**config.mk**
```make
export PLATFORM = sky130hd
export DESIGN_NAME = fc_bnn
export DESIGN_NICKNAME = d
export VERILOG_FILES = /design/src/rtl/bnn_pkg.sv /design/src/rtl/fc_bnn_popcount_chunk.sv /design/src/rtl/fc_bnn.sv
export SDC_FILE = /design/constraint.sdc
export NUM_CORES = 1
export LEC_CHECK = 0
export CELL_PAD_IN_SITES_DETAIL_PLACEMENT = 0
export CELL_PAD_IN_SITES_GLOBAL_PLACEMENT = 1
export CORE_AREA = 2 2 446 448
export CTS_BUF_LIST = sky130_fd_sc_hd__clkbuf_4
export CTS_CLUSTER_DIAMETER = 50
export DETAILED_ROUTE_END_ITERATION = 10
export DIE_AREA = 0 0 448 450
export GPL_TIMING_DRIVEN = 1
export HOLD_SLACK_MARGIN = 0.02
export PLACE_DENSITY = 0.52
export SLEW_MARGIN = 15
export SYNTH_ARGS = -nofsm -noshare
export SYNTH_HDL_FRONTEND = slang
export SYNTH_SLANG_ARGS = --single-unit
export TNS_END_PERCENT = 100
```
**constraint.sdc**
```tcl
create_clock -name clk -period 71.6 [get_ports clk]
set_clock_uncertainty 0.15 [all_clocks]
set_input_delay 17.9 -clock clk [delete_from_list [all_inputs] [get_ports clk]]
set_output_delay 17.9 -clock clk [all_outputs]
set_load 0.005 [all_outputs]
```
**src/rtl/bnn_pkg.sv**
```systemverilog
// Shared sizing constants and types for the binarized fully-connected classifier stage.
package bnn_pkg;

    localparam int FC_N_IN  = 960;
    localparam int FC_N_OUT = 10;
    localparam int FC_CHUNK = 64;
    localparam int FC_NCH   = FC_N_IN / FC_CHUNK;
    localparam int FC_SW    = $clog2(FC_N_IN + 1) + 1;

    typedef logic signed [FC_SW-1:0] fc_score_t;

    typedef enum logic [1:0] {
        IDLE,
        RUN,
        DRAIN,
        DONE
    } fc_state_e;

endpackage

```
**src/rtl/fc_bnn_popcount_chunk.sv**
```systemverilog
// Combinational popcount of one CHUNK-bit word, built as a balanced binary adder tree.
module popcount_chunk #(
    parameter int CHUNK = 64
) (
    input  logic [CHUNK-1:0]               bits,
    output logic [$clog2(CHUNK+1)-1:0]     count
);

    localparam int PW = $clog2(CHUNK + 1);

    // Heap layout: node i sums children 2i+1 and 2i+2; the last CHUNK nodes are the input bits.
    for (genvar i = 0; i < 2*CHUNK-1; i++) begin : g_node
        logic [PW-1:0] sum;
        if (i >= CHUNK-1) begin : g_leaf
            assign sum = PW'(bits[i-(CHUNK-1)]);
        end else begin : g_inner
            assign sum = g_node[2*i+1].sum + g_node[2*i+2].sum;
        end
    end

    assign count = g_node[0].sum;

endmodule

```
**src/rtl/fc_bnn.sv**
```systemverilog
// XNOR-popcount fully-connected layer with streamed weights and signed per-neuron scores.
// Define FC_ARGMAX_EN to build the running argmax; otherwise o_class is tied to zero.
module fc_bnn
    import bnn_pkg::*;
#(
    parameter int N_IN  = FC_N_IN,
    parameter int N_OUT = FC_N_OUT,
    parameter int CHUNK = FC_CHUNK
) (
    input  logic                                    clk,
    input  logic                                    rst_n,
    input  logic                                    i_valid,
    output logic                                    o_ready,
    input  logic [0:N_IN-1]                         fmaps_in,
    output logic                                    o_w_en,
    output logic [$clog2(N_OUT*N_IN/CHUNK)-1:0]     o_w_addr,
    input  logic [0:CHUNK-1]                        i_w_data,
    output logic                                    o_valid,
    output logic [N_OUT*($clog2(N_IN+1)+1)-1:0]     o_scores,
    output logic [$clog2(N_OUT)-1:0]                o_class
);

    localparam int NCH   = N_IN / CHUNK;
    localparam int SW    = $clog2(N_IN + 1) + 1;
    localparam int ACC_W = SW - 1;
    localparam int PW    = $clog2(CHUNK + 1);
    localparam int AW    = $clog2(N_OUT * NCH);
    localparam int CW    = (NCH > 1) ? $clog2(NCH) : 1;
    localparam int NW    = (N_OUT > 1) ? $clog2(N_OUT) : 1;

    // 2*acc - N_IN is always representable in SW bits, so no clamp is needed.
    function automatic logic signed [SW-1:0] to_score(input logic [ACC_W-1:0] acc);
        logic signed [ACC_W+1:0] t;
        t = $signed({1'b0, acc, 1'b0}) - $signed((ACC_W+2)'(N_IN));
        return t[SW-1:0];
    endfunction

    fc_state_e state_q, state_d;

    logic [CW-1:0]   c_q;
    logic [NW-1:0]   n_q;
    logic [AW-1:0]   addr_q;
    logic [0:N_IN-1] frame_q;
    logic            accept;
    logic            last_issue;

    assign accept     = (state_q == IDLE) && i_valid;
    assign last_issue = (n_q == NW'(N_OUT-1)) && (c_q == CW'(NCH-1));

    assign o_ready  = (state_q == IDLE);
    assign o_w_en   = (state_q == RUN);
    assign o_w_addr = addr_q;
    assign o_valid  = (state_q == DONE);

    always_ff @(posedge clk) begin
        if (!rst_n) state_q <= IDLE;
        else        state_q <= state_d;
    end

    always_comb begin
        state_d = state_q;
        case (state_q)
            IDLE:    if (accept) state_d = RUN;
            RUN:     if (last_issue) state_d = DRAIN;
            DRAIN:   state_d = DONE;
            DONE:    state_d = IDLE;
            default: state_d = IDLE;
        endcase
    end

    // p0: address issue, one weight word per cycle in neuron-major order
    always_ff @(posedge clk) begin
        if (!rst_n) begin
            c_q    <= '0;
            n_q    <= '0;
            addr_q <= '0;
        end else if (accept) begin
            c_q    <= '0;
            n_q    <= '0;
            addr_q <= '0;
        end else if (state_q == RUN) begin
            if (last_issue) begin
                c_q    <= '0;
                n_q    <= '0;
                addr_q <= '0;
            end else begin
                addr_q <= addr_q + 1'b1;
                if (c_q == CW'(NCH-1)) begin
                    c_q <= '0;
                    n_q <= n_q + 1'b1;
                end else begin
                    c_q <= c_q + 1'b1;
                end
            end
        end
    end

    always_ff @(posedge clk) begin
        if (accept) frame_q <= fmaps_in;
    end

    // p1: weight word returns; XNOR against the matching frame slice and accumulate
    logic            vld_p1;
    logic [CW-1:0]   c_p1;
    logic [NW-1:0]   n_p1;
    logic            last_p1;

    always_ff @(posedge clk) begin
        if (!rst_n) vld_p1 <= 1'b0;
        else        vld_p1 <= o_w_en;
    end

    always_ff @(posedge clk) begin
        c_p1 <= c_q;
        n_p1 <= n_q;
    end

    assign last_p1 = (c_p1 == CW'(NCH-1));

    logic [CHUNK-1:0]        xnor_bits;
    logic [PW-1:0]           pop_cnt;
    logic [ACC_W-1:0]        acc_q;
    logic [ACC_W-1:0]        acc_sum;
    logic signed [SW-1:0]    score_new;
    logic signed [SW-1:0]    score_w [N_OUT];

    assign xnor_bits = ~(frame_q[int'(c_p1)*CHUNK +: CHUNK] ^ i_w_data);

    popcount_chunk #(.CHUNK(CHUNK)) u_popcount (
        .bits  (xnor_bits),
        .count (pop_cnt)
    );

    assign acc_sum   = acc_q + ACC_W'(pop_cnt);
    assign score_new = to_score(acc_sum);

    always_ff @(posedge clk) begin
        if (accept)      acc_q <= '0;
        else if (vld_p1) acc_q <= last_p1 ? '0 : acc_sum;
    end

    always_ff @(posedge clk) begin
        if (vld_p1 && last_p1) score_w[n_p1] <= score_new;
    end

    // The last neuron finalizes during DRAIN, so it is taken straight from the adder.
    always_ff @(posedge clk) begin
        if (!rst_n) begin
            o_scores <= '0;
        end else if (state_q == DRAIN) begin
            for (int n = 0; n < N_OUT; n++)
                o_scores[n*SW +: SW] <= (n == N_OUT-1) ? score_new : score_w[n];
        end
    end

`ifdef FC_ARGMAX_EN
    logic signed [SW-1:0] best_score_q;
    logic [NW-1:0]        best_idx_q;
    logic                 take_new;
    logic [NW-1:0]        best_idx_d;

    // Strictly greater keeps the lowest index on ties; neuron 0 seeds the search.
    assign take_new   = (n_p1 == '0) || (score_new > best_score_q);
    assign best_idx_d = take_new ? n_p1 : best_idx_q;

    always_ff @(posedge clk) begin
        if (vld_p1 && last_p1 && take_new) begin
            best_score_q <= score_new;
            best_idx_q   <= n_p1;
        end
    end

    always_ff @(posedge clk) begin
        if (!rst_n)                 o_class <= '0;
        else if (state_q == DRAIN)  o_class <= best_idx_d;
    end
`else
    assign o_class = '0;
`endif

endmodule

```
==> impl_results.md, run 1 <==
- Main combinational cell family by area after synthesis: multiplexers
- Placement Cell Area: around 61,000 um^2
- Mux share of post-synthesis cell area: 0.1406
- Global-route wire length before repair: ~250 mm
- CTS tree: done
- Compound-Gate Fraction of Synth Area: 0.02946
- Clk root buf: clkbuf_4
- Crit-path cells: clkdlybuf4s50_1, xnor2_1, fa_1, inv_1, fa_1, fa_1, fa_1, fa_1, fa_1, fa_1, inv_1, fa_1, fa_1, fa_1, a21o_1, nand3_1, and3b_1, a211o_1, nand3_2, xor2_1
- Initial core utilization: 0.2390
- Core Util, Final: 0.3347
- Post-synth ARST share: 0
- Yosys reg bits: 1,187
- Number of synthesized flops with an enable pin: approximately 1,100
- Min-delay worst type: reg2reg
- Synthesis-to-layout area growth: 40.07%
- Largest net degree at the start of global routing: 91
- Dominant delay contributor by cell family on the critical path: adder cells
- Highest net fanout along the worst path: 9
- XOR/XNOR Fraction of Synth Area: 0.01633
- GP Congestion: 0.8763
- DRT iter0 DRCs: 2,044
- Slew at the pin with the worst max-slew slack: 1132 ps
- Slowest Stage Delay on Critical Path: 690 ps
- Drt drc: 0
- Worst R2R Start: c_p1[1]$_DFF_P_
- Layout cells sized above 1: 0.2040
- Hpwl dp: 143.1 mm
- Initial antenna violation count: slightly above 90
- Most used cell, CP: fa_1
- CORE AREA: roughly 200,000 um^2
- Die H: 450 um
- Critical path class: in2reg
- Sequential share of the synthesized area: 0.7295
- Cells after synthesis: 2,421
- Max-slew headroom: 0.2451
- Final hold slack: roughly 240 ps
- Port buffer count: 1,137
- Setup tns final: 0 ps
- Period utilization: 0.3495
- MaxCap Viol Count: 0
- Filler instances: 19,320
- Synth Area in Simple Gates: 0.03076
- Final hold viol count: 0
- Yosys cell types: 66
- Worst-path clk slew: 70 ps
- CTS sink cnt: 1,187
- IO Pins: 1,152
- Tmin final: 25,020 ps
- Final WL: 188.1 mm
- Design Area, Final: 65,800 um^2
- Mean Syn Cell Area: slightly below 20 um^2
- Top_reg_cell synth: edfxtp_1
- WL per Instance: 27.83 um
- Post-cts resize count: 0
- WP buf/inv: 3
- Final setup fails: 0
- All-Layer GR Usage: 0.1823
- Slowest library cell on the worst path: fa_1
- Die width: approximately 450 um
- Max-slew violations: 0
- CP endpoint kind: register
- Post-CTS Setup Inserts: 0
- Worst skew pair latency: 1310 ps
- Worst Hold Launch: n_q[2]$_SDFFE_PP0P_
- Vias in the first global route: 30,150
- R2R depth: 25
- Synth warn: 0
- Synth Cell Area: 46,980 um^2
- Vias per cell: 4.214
- Total congestion overflow: 0
- CP arrival: between 20,000 and 30,000 ps
- Rows: 163
- Worst Hold Path Cells: 0
- Worst hold endpoint: n_p1[2]$_DFF_P_
- Nets: 4,958
- R2R Setup Slk: 59,980 ps
- DIE AREA: between 200,000 and 250,000 um^2
- CP Launch Type: input port
- Drt first pass iters: 5
- Hold-fix buffers, CTS: 0
- Total number of vias: 28,470
- CTS Buffer Depth: 4
- Status: finished clean
- H-tree depth: 5
- Antenna Violating Nets Remaining: 0
- Worst r2r dst: score_w[8][8]$_DFFE_PP_
- Fmax: 0.03996 GHz
- RSZ-0062 raised after global routing: false
- Post-synthesis adder-cell area fraction: 0.03318
- TritonCTS Buffers: 358
- CP required: just over 70,000 ps
[placed cells by master (no fill, tap or decap), types with 43 or more instances in the layout]
cell             netlist  layout
a221oi_1              43      43
clkdlybuf4s50_1        0    1136
fa_1                  56      56
clkinv_1               0      63
xor2_1                55      54
dfxtp_1              137     133
mux4_2               192     192
buf_4                 37      44
nor2b_1              101     100
clkbuf_4               0     520
edfxtp_1            1050    1050
inv_1                 53      53
nor2_1                89      85
mux2i_1              227     227
[cell usage after synthesis (7+ instances only)]
master | n | area (um^2)
nand2_1 | 10 | 37.54
ha_1 | 35 | 437.9
fa_1 | 56 | 1121
inv_1 | 53 | 198.9
edfxtp_1 | 1050 | 31530
nand3b_1 | 7 | 52.55
nand2b_1 | 10 | 62.56
nor2b_1 | 101 | 631.9
xnor2_1 | 30 | 262.8
nor2_1 | 89 | 334.1
dfxtp_1 | 137 | 2743
buf_4 | 37 | 277.8
mux4_2 | 192 | 4324
buf_2 | 34 | 170.2
o21ai_0 | 41 | 205.2
buf_1 | 9 | 33.78
o21ai_1 | 31 | 155.2
clkbuf_1 | 49 | 183.9
a221oi_2 | 21 | 315.3
a21oi_1 | 23 | 115.1
a221oi_1 | 43 | 376.6
xor2_1 | 55 | 481.7
mux2i_1 | 227 | 2272
nand3_1 | 19 | 95.09
[stage by stage]
step	setup WS [ps]	std cells
after detailed placement	45180	6120
final	46580	6757
after global placement	45260	6120
after global routing	46470	6743
after floorplan	25650	2434
after CTS	46720	6724
[final cells by class]
type | count | area, um^2 | share of cell area
sequential | 1187 | 34290 | 0.5211
antenna | 33 | 82.58 | 0.001255
clock buffer | 520 | 3904 | 0.05932
tap | 2640 | 3303 | 0.05020
multi-input combinational | 1057 | 11900 | 0.1808
clock inverter | 84 | 396.6 | 0.006028
timing repair buffer | 1182 | 11730 | 0.1782
inverter | 54 | 202.7 | 0.003080
[flip-flops by register name, summed over array words and instances, names as in the netlist, 8 cells and up]
register,cells
frame_q,960
acc_q,10
o_w_addr,8
score_w,90
o_scores,100
[cell families (layout without fill, tap and decap cells)]
kind of cell,Yosys count,in the layout
flops,1187,1187
compound gates,180,180
fa+ha+maj,91,91
mux,420,420
buf+inv,190,1840
simple gates,266,266
other cells,1,47
xor+xnor,86,86
[how the worst max path moves through the flow]
stage,cells past startpoint,startpoint,to
floorplan,2,i_valid,frame_q[0]$_DFFE_PP_
global placement,21,i_w_data[37],o_scores[106]$_SDFFE_PN0P_
detailed placement,20,i_w_data[37],score_w[2][8]$_DFFE_PP_
CTS,20,i_w_data[37],score_w[8][8]$_DFFE_PP_
global route,20,i_w_data[19],score_w[8][8]$_DFFE_PP_
finish,20,i_w_data[23],score_w[8][8]$_DFFE_PP_
[per-layer routing]
| layer | track usage | up-vias | wire (um) |
|---|---|---|---|
| met1 | 0.2165 | 14210 | 73880 |
| li1 | - | 12620 | - |
| met2 | 0.3087 | 1241 | 95110 |
| met3 | 0.06032 | 321 | 14210 |
| met5 | 0 | - | 517 |
| met4 | 0.05966 | 80 | 4360 |
Power of run 1 is not shown: default switching activity piles up to over one toggle a cycle in this logic, so the estimate is an artifact.
==> run 2, diff against run 1 <==
--- a/config.mk
+++ b/config.mk
@@ -7,11 +7,11 @@
 export LEC_CHECK = 0
 export CELL_PAD_IN_SITES_DETAIL_PLACEMENT = 0
 export CELL_PAD_IN_SITES_GLOBAL_PLACEMENT = 1
-export CORE_AREA = 2 2 446 448
+export CORE_AREA = 2 2 448 450
 export CTS_BUF_LIST = sky130_fd_sc_hd__clkbuf_4
 export CTS_CLUSTER_DIAMETER = 50
 export DETAILED_ROUTE_END_ITERATION = 10
-export DIE_AREA = 0 0 448 450
+export DIE_AREA = 0 0 450 452
 export GPL_TIMING_DRIVEN = 1
 export HOLD_SLACK_MARGIN = 0.02
 export PLACE_DENSITY = 0.52
==> constraint.sdc (replaced) <==
create_clock -name clk -period 23.5 [get_ports clk]
set_clock_uncertainty 0.15 [all_clocks]
set_input_delay 5.875 -clock clk [delete_from_list [all_inputs] [get_ports clk]]
set_output_delay 5.875 -clock clk [all_outputs]
set_load 0.005 [all_outputs]
==> run 2 against run 1 <==
  * Sequential share of layout area down 0.066 points
  * Critical path depth up 1
  * Count of clock-buffer cells in the layout down 9
  * Largest cell class unchanged
  * Die area up 0.89%
  * First-iteration DRC count up 6.1%
  * Via count up 0.22%
  * Routed wire length up 0.36%
  * Cell area up 0.13%
==> impl_results.md, run 2 (synthesis gave the netlist of run 1 again) <==
- Area of the multi-input gates: 11,880 um^2 (was 11,900 um^2)
- Worst skew pair latency: 1360 ps (was 1310 ps)
- Final WL: 188.7 mm (was 188.1 mm)
- CTS Buffer Depth: 4 (unchanged)
- Commonest non-fill, non-tap cells in the layout: 1,136 x clkdlybuf4s50_1, 1,050 x edfxtp_1, 511 x clkbuf_4, 227 x mux2i_1, 192 x mux4_2 (was 1,136 x clkdlybuf4s50_1, 1,050 x edfxtp_1, 520 x clkbuf_4, 227 x mux2i_1, 192 x mux4_2)
- Total congestion overflow: 0 (unchanged)
- Post-cts resize count: 0 (unchanged)
- Min-delay worst type: reg2reg (unchanged)
- Nets: 4,961 (was 4,958)
- Rows: 164 (was 163)
- Final setup fails: 0 (unchanged)
- GP Congestion: 0.8703 (was 0.8763)
- CP arrival: 14,020 ps (was 25,810 ps)
- Worst R2R Start: c_p1[0]$_DFF_P_ (was c_p1[1]$_DFF_P_)
- Period utilization: 0.5512
- Most used cell, CP: fa_1 (unchanged)
- Die width: 450 um (was 448 um)
- Synthesis-to-layout area growth: 40.24% (was 40.07%)
- Setup tns final: 0 ps (unchanged)
- Crit path depth: 21 (was 20)
- Status: finished clean (unchanged)
- Filler instances: 19,660 (was 19,320)
- Port buffer count: 1,137 (unchanged)
- Layout cells sized above 1: 0.2035 (was 0.2040)
- Final hold slack: 233.6 ps (was 241.6 ps)
- Largest regs: frame_q (960), o_scores (100), score_w (90) (unchanged)
- Worst r2r dst: o_scores[106]$_SDFFE_PN0P_ (was score_w[8][8]$_DFFE_PP_)
- Slowest Stage Delay on Critical Path: 790 ps (was 690 ps)
- TritonCTS Buffers: 359 (was 358)
- Drt drc: 0 (unchanged)
- Dominant delay contributor by cell family on the critical path: adder cells (unchanged)
- CP endpoint kind: register (unchanged)
- H-tree depth: 5 (unchanged)
- Fmax: just under 0.08 GHz
- Worst Hold Launch: n_q[1]$_SDFFE_PP0P_ (was n_q[2]$_SDFFE_PP0P_)
- Slew at the pin with the worst max-slew slack: 1214 ps (was 1132 ps)
- Highest net fanout along the worst path: 10 (was 9)
- Worst-path clk slew: 60 ps (was 70 ps)
- Max-slew violations: 0 (unchanged)
- Setup crit end: o_scores[106]$_SDFFE_PN0P_ (was score_w[8][8]$_DFFE_PP_)
- DIE AREA: 203,400 um^2 (was 201,600 um^2)
- Design Area, Final: 65,890 um^2 (was 65,800 um^2)
- WL per Instance: 27.87 um (was 27.83 um)
- Clk root buf: clkbuf_4 (unchanged)
- CORE AREA: 198,600 um^2 (was 196,600 um^2)
- DRT iter0 DRCs: 2,169 (was 2,044)
- Hold-fix buffers, CTS: 0 (unchanged)
- Register area: 34,290 um^2 (unchanged)
- MaxCap Viol Count: 0 (unchanged)
- Antenna Violating Nets Remaining: 0 (unchanged)
- Most common cell after layout, fill and taps aside: clkdlybuf4s50_1 (unchanged)
- Vias per cell: 4.214 (about the same)
- Slowest library cell on the worst path: xnor2_1 (was fa_1)
- R2R Setup Slk: 11,620 ps (was 59,980 ps)
- Max-slew headroom: 0.1678 (was 0.2451)
- Initial core utilization: 0.2365 (was 0.2390)
- Initial antenna violation count: 82 (was 92)
- Final hold viol count: 0 (unchanged)
- CP Launch Type: input port (unchanged)
- CTS tree: done (unchanged)
- CP required: 24,570 ps (was 72,390 ps)
- Total number of vias: 28,540 (was 28,470)
- Largest net degree at the start of global routing: 159 (was 91)
- All-Layer GR Usage: 0.1813 (was 0.1823)
- R2R depth: 26 (was 25)
- CP startpoint: i_w_data[19] (was i_w_data[23])
- RSZ-0062 raised after global routing: false (unchanged)
- Max reg flops: 960 (unchanged)
- Crit-path cells: clkdlybuf4s50_1, xnor2_1, fa_1, inv_1, fa_1, fa_1, fa_1, fa_1, fa_1, fa_1, inv_1, fa_1, fa_1, fa_1, a21o_1, nand3_1, nand2_1, xor2_1, xnor2_1, mux2i_1, nor2b_1 (was clkdlybuf4s50_1, xnor2_1, fa_1, inv_1, fa_1, fa_1, fa_1, fa_1, fa_1, fa_1, inv_1, fa_1, fa_1, fa_1, a21o_1, nand3_1, and3b_1, a211o_1, nand3_2, xor2_1)
- WP buf/inv: 3 (unchanged)
- Vias in the first global route: 30,550 (was 30,150)
- Drt first pass iters: 5 (unchanged)
- Die H: 452 um (was 450 um)
- IO Pins: 1,152 (unchanged)
- Placement Cell Area: 61,460 um^2 (was 61,410 um^2)
- Critical path class: in2reg (unchanged)
- CTS sink cnt: 1,187 (unchanged)
- Largest register by flop count: frame_q (unchanged)
- Tmin final: 12,950 ps
- Post-CTS Setup Inserts: 0 (unchanged)
- Hpwl dp: 144.0 mm (was 143.1 mm)
- Global-route wire length before repair: 251.1 mm (was 248.3 mm)
==> run 2: cell types whose count changed in the layout (fill, tap and decap cells not counted), sizes merged <==
cell      before  now
clkinv        74   83
clkbuf       520  511
bufinv         2    5
buf           46   48
diode         33   27
inv           58   59
clkinvlp       4    2
==> run 2: final cells by class <==
type,count,share of cell area
Sequential cell,1187,0.5204
Timing Repair Buffer,1184,0.1786
Tap cell,2656,0.05044
Inverter,54,0.003076
Antenna cell,27,0.001025
Multi-Input combinational cell,1057,0.1803
Clock inverter,95,0.007900
Clock buffer,511,0.05822
==> run 2: per-layer routing <==
| layer | up-vias | track usage | part of all wire |
|---|---|---|---|
| met4 | 72 | 0.06108 | 0.027 |
| met5 | - | 0 | 0.0022 |
| met2 | 1207 | 0.3124 | 0.51 |
| li1 | 12610 | - | - |
| met1 | 14290 | 0.2120 | 0.39 |
| met3 | 359 | 0.05872 | 0.074 |
==> run 2: worst min-delay path by stage <==
stage,end,depth (start not counted)
2_1_floorplan,c_p1[0]$_DFF_P_,0
3_3_place_gp,n_p1[3]$_DFF_P_,0
3_5_place_dp,n_p1[3]$_DFF_P_,0
4_1_cts,n_p1[1]$_DFF_P_,0
5_1_grt,n_p1[1]$_DFF_P_,0
6_report,n_p1[1]$_DFF_P_,0
==> run 2: per-stage QoR <==
| step | util | instances | setup slack [ps] |
|---|---|---|---|
| floorplan | - | 2434 | 4358 |
| global placement | 0.3094 | 6138 | 9141 |
| detailed placement | 0.3094 | 6138 | 9130 |
| CTS | 0.3314 | 6744 | 10650 |
| global route | 0.3316 | 6764 | 10410 |
| finish | 0.3317 | 6771 | 10550 |
Power of run 2 is left out for the same reason.
==> run 3, diff against run 2 <==
==> constraint.sdc (replaced) <==
create_clock -name clk -period 12.75 [get_ports clk]
set_clock_uncertainty 0.15 [all_clocks]
set_input_delay 3.1875 -clock clk [delete_from_list [all_inputs] [get_ports clk]]
set_output_delay 3.1875 -clock clk [all_outputs]
set_load 0.005 [all_outputs]
==> run 3 against run 2 <==
  * Worst hold slack worse by 55 ps
  * Final cell count down 0.16%
  * Global-route usage hardly changed
  * First-iteration DRC count up 12%
  * Utilization barely moved
  * Via count barely moved
  * Worst setup slack worse by 8200 ps
  * Cell area about the same
  * Routed wire length is 0.25% lower
  * Register-to-register slack got worse by 9300 ps
  * Critical path depth grew 2
  * Flip-flop and latch count did not move
==> impl_results.md, run 3 (synthesis gave the netlist of run 1 again) <==
- IO Pins: 1,152 (unchanged)
- Final setup fails: 0 (unchanged)
- Largest regs: frame_q (960), o_scores (100), score_w (90) (unchanged)
- Worst skew pair latency: 1360 ps (about the same)
- Vias in the first global route: 30,460 (was 30,550)
- RSZ-0062 raised after global routing: false (unchanged)
- GP Congestion: 0.8599 (was 0.8703)
- Hpwl dp: 143.3 mm (was 144.0 mm)
- Antenna Violating Nets Remaining: 0 (unchanged)
- Initial core utilization: 0.2365 (unchanged)
- Synthesis-to-layout area growth: 40.37% (was 40.24%)
- CP endpoint kind: register (unchanged)
- Rows: 164 (unchanged)
- Hold-fix buffers, CTS: 0 (unchanged)
- Status: finished clean (unchanged)
- Placement Cell Area: 61,590 um^2 (was 61,460 um^2)
- DIE AREA: 203,400 um^2 (unchanged)
- Port buffer count: 1,137 (unchanged)
- Die width: 450 um (unchanged)
- Post-CTS Setup Inserts: 0 (unchanged)
- R2R Setup Slk: 2360 ps (was 11,620 ps)
- Period utilization: 0.8149
- Initial antenna violation count: 89 (was 82)
- Slew at the pin with the worst max-slew slack: 1106 ps (was 1214 ps)
- Commonest non-fill, non-tap cells in the layout: 1,136 x clkdlybuf4s50_1, 1,050 x edfxtp_1, 510 x clkbuf_4, 227 x mux2i_1, 192 x mux4_2 (was 1,136 x clkdlybuf4s50_1, 1,050 x edfxtp_1, 511 x clkbuf_4, 227 x mux2i_1, 192 x mux4_2)
- Max-slew headroom: 0.2602 (was 0.1678)
- Max-slew violations: 0 (unchanged)
- CTS sink cnt: 1,187 (unchanged)
- All-Layer GR Usage: 0.1808 (was 0.1813)
- TritonCTS Buffers: 351 (was 359)
- Post-cts resize count: 0 (unchanged)
- Drt first pass iters: 5 (unchanged)
- Largest net degree at the start of global routing: 171 (was 159)
- Global-route wire length before repair: 250.5 mm (was 251.1 mm)
- Clk root buf: clkbuf_4 (unchanged)
- Max reg flops: 960 (unchanged)
- WL per Instance: 27.85 um (was 27.87 um)
- Most common cell after layout, fill and taps aside: clkdlybuf4s50_1 (unchanged)
- Total number of vias: 28,560 (was 28,540)
- CP arrival: 11,150 ps (was 14,020 ps)
- Final hold viol count: 0 (unchanged)
- Die H: 452 um (unchanged)
- Largest register by flop count: frame_q (unchanged)
- CTS Buffer Depth: 4 (unchanged)
- CP required: 13,510 ps (was 24,570 ps)
- Fmax: 0.09624 GHz
- Nets: 4,956 (was 4,961)
- Final WL: 188.3 mm (was 188.7 mm)
- Min-delay worst type: reg2reg (unchanged)
- DRT iter0 DRCs: 2,419 (was 2,169)
- Critical path class: reg2reg (was in2reg)
- Core Util, Final: 0.3320 (was 0.3317)
- MaxCap Viol Count: 0 (unchanged)
- Filler instances: 19,570 (was 19,660)
- CORE AREA: 198,600 um^2 (unchanged)
- Tmin final: between 10,000 and 15,000 ps
- CP Launch Type: register (was input port)
- Layout cells sized above 1: 0.2026 (was 0.2035)
- H-tree depth: 5 (unchanged)
- Highest net fanout along the worst path: 29 (was 10)
- Setup tns final: 0 ps (unchanged)
- Design Area, Final: 65,950 um^2 (was 65,890 um^2)
- CTS tree: done (unchanged)
- Worst-path clk slew: 60 ps (about the same)
- Vias per cell: 4.225 (was 4.214)
- Drt drc: 0 (unchanged)
- Total congestion overflow: 0 (unchanged)
## run 3: cell types whose count changed in the layout (fill, tap and decap cells not counted), moves of 5 or more
cell	before	now
clkinv_1	63	58
buf_12	3	11
buf_4	44	39
clkinv_2	20	11
## run 3: area by class of cell
cell class | instances | area, um^2 | share of cell area
timing repair buffer | 1187 | 11890 | 0.1803
antenna | 28 | 70.07 | 0.001062
clock inverter | 81 | 461.7 | 0.007001
sequential | 1187 | 34290 | 0.5199
clock buffer | 510 | 3829 | 0.05806
inverter | 54 | 202.7 | 0.003074
tap | 2656 | 3323 | 0.05039
multi-input combinational | 1057 | 11890 | 0.1802
## run 3: final timing paths
check,start,endpoint,depth (start not counted)
max,c_p1[0]$_DFF_P_,score_w[2][7]$_DFFE_PP_,23
min,n_q[2]$_SDFFE_PP0P_,n_p1[2]$_DFF_P_,0
max reg2reg,c_p1[0]$_DFF_P_,score_w[2][7]$_DFFE_PP_,23
min reg2reg,n_q[2]$_SDFFE_PP0P_,n_p1[2]$_DFF_P_,0
## run 3: critical path, stage by stage (launching register included)
cell	delay [ps]
dfxtp_4	930
buf_4	420
mux2i_1	730
nor2_1	120
a221oi_2	270
o21ai_1	250
xnor2_1	220
fa_1	830
fa_1	470
inv_1	80
fa_1	450
fa_1	580
fa_1	450
fa_1	510
fa_1	490
inv_1	50
fa_1	450
fa_1	470
fa_1	500
a21o_1	210
nand3_1	150
nand2_1	110
xor2_1	190
xnor2_1	830
## run 3: through the flow
step / setup WS (ps) / hold slack, ps / instances
after floorplan: 1871 / 179.0 / 2434
after global placement: 1161 / 218.5 / 6141
after detailed placement: 1128 / 218.3 / 6141
after CTS: 2028 / 138.2 / 6732
after global routing: 1689 / 157.1 / 6752
final: 2360 / 178.4 / 6760
## run 3: layer usage
layer	track usage	up-vias	part of all wire
li1	-	12580	-
met1	0.2102	14300	0.39
met2	0.3100	1212	0.51
met3	0.05951	386	0.075
met4	0.06586	80	0.029
met5	0	-	0.0026
Power of run 3 is left out for the same reason.
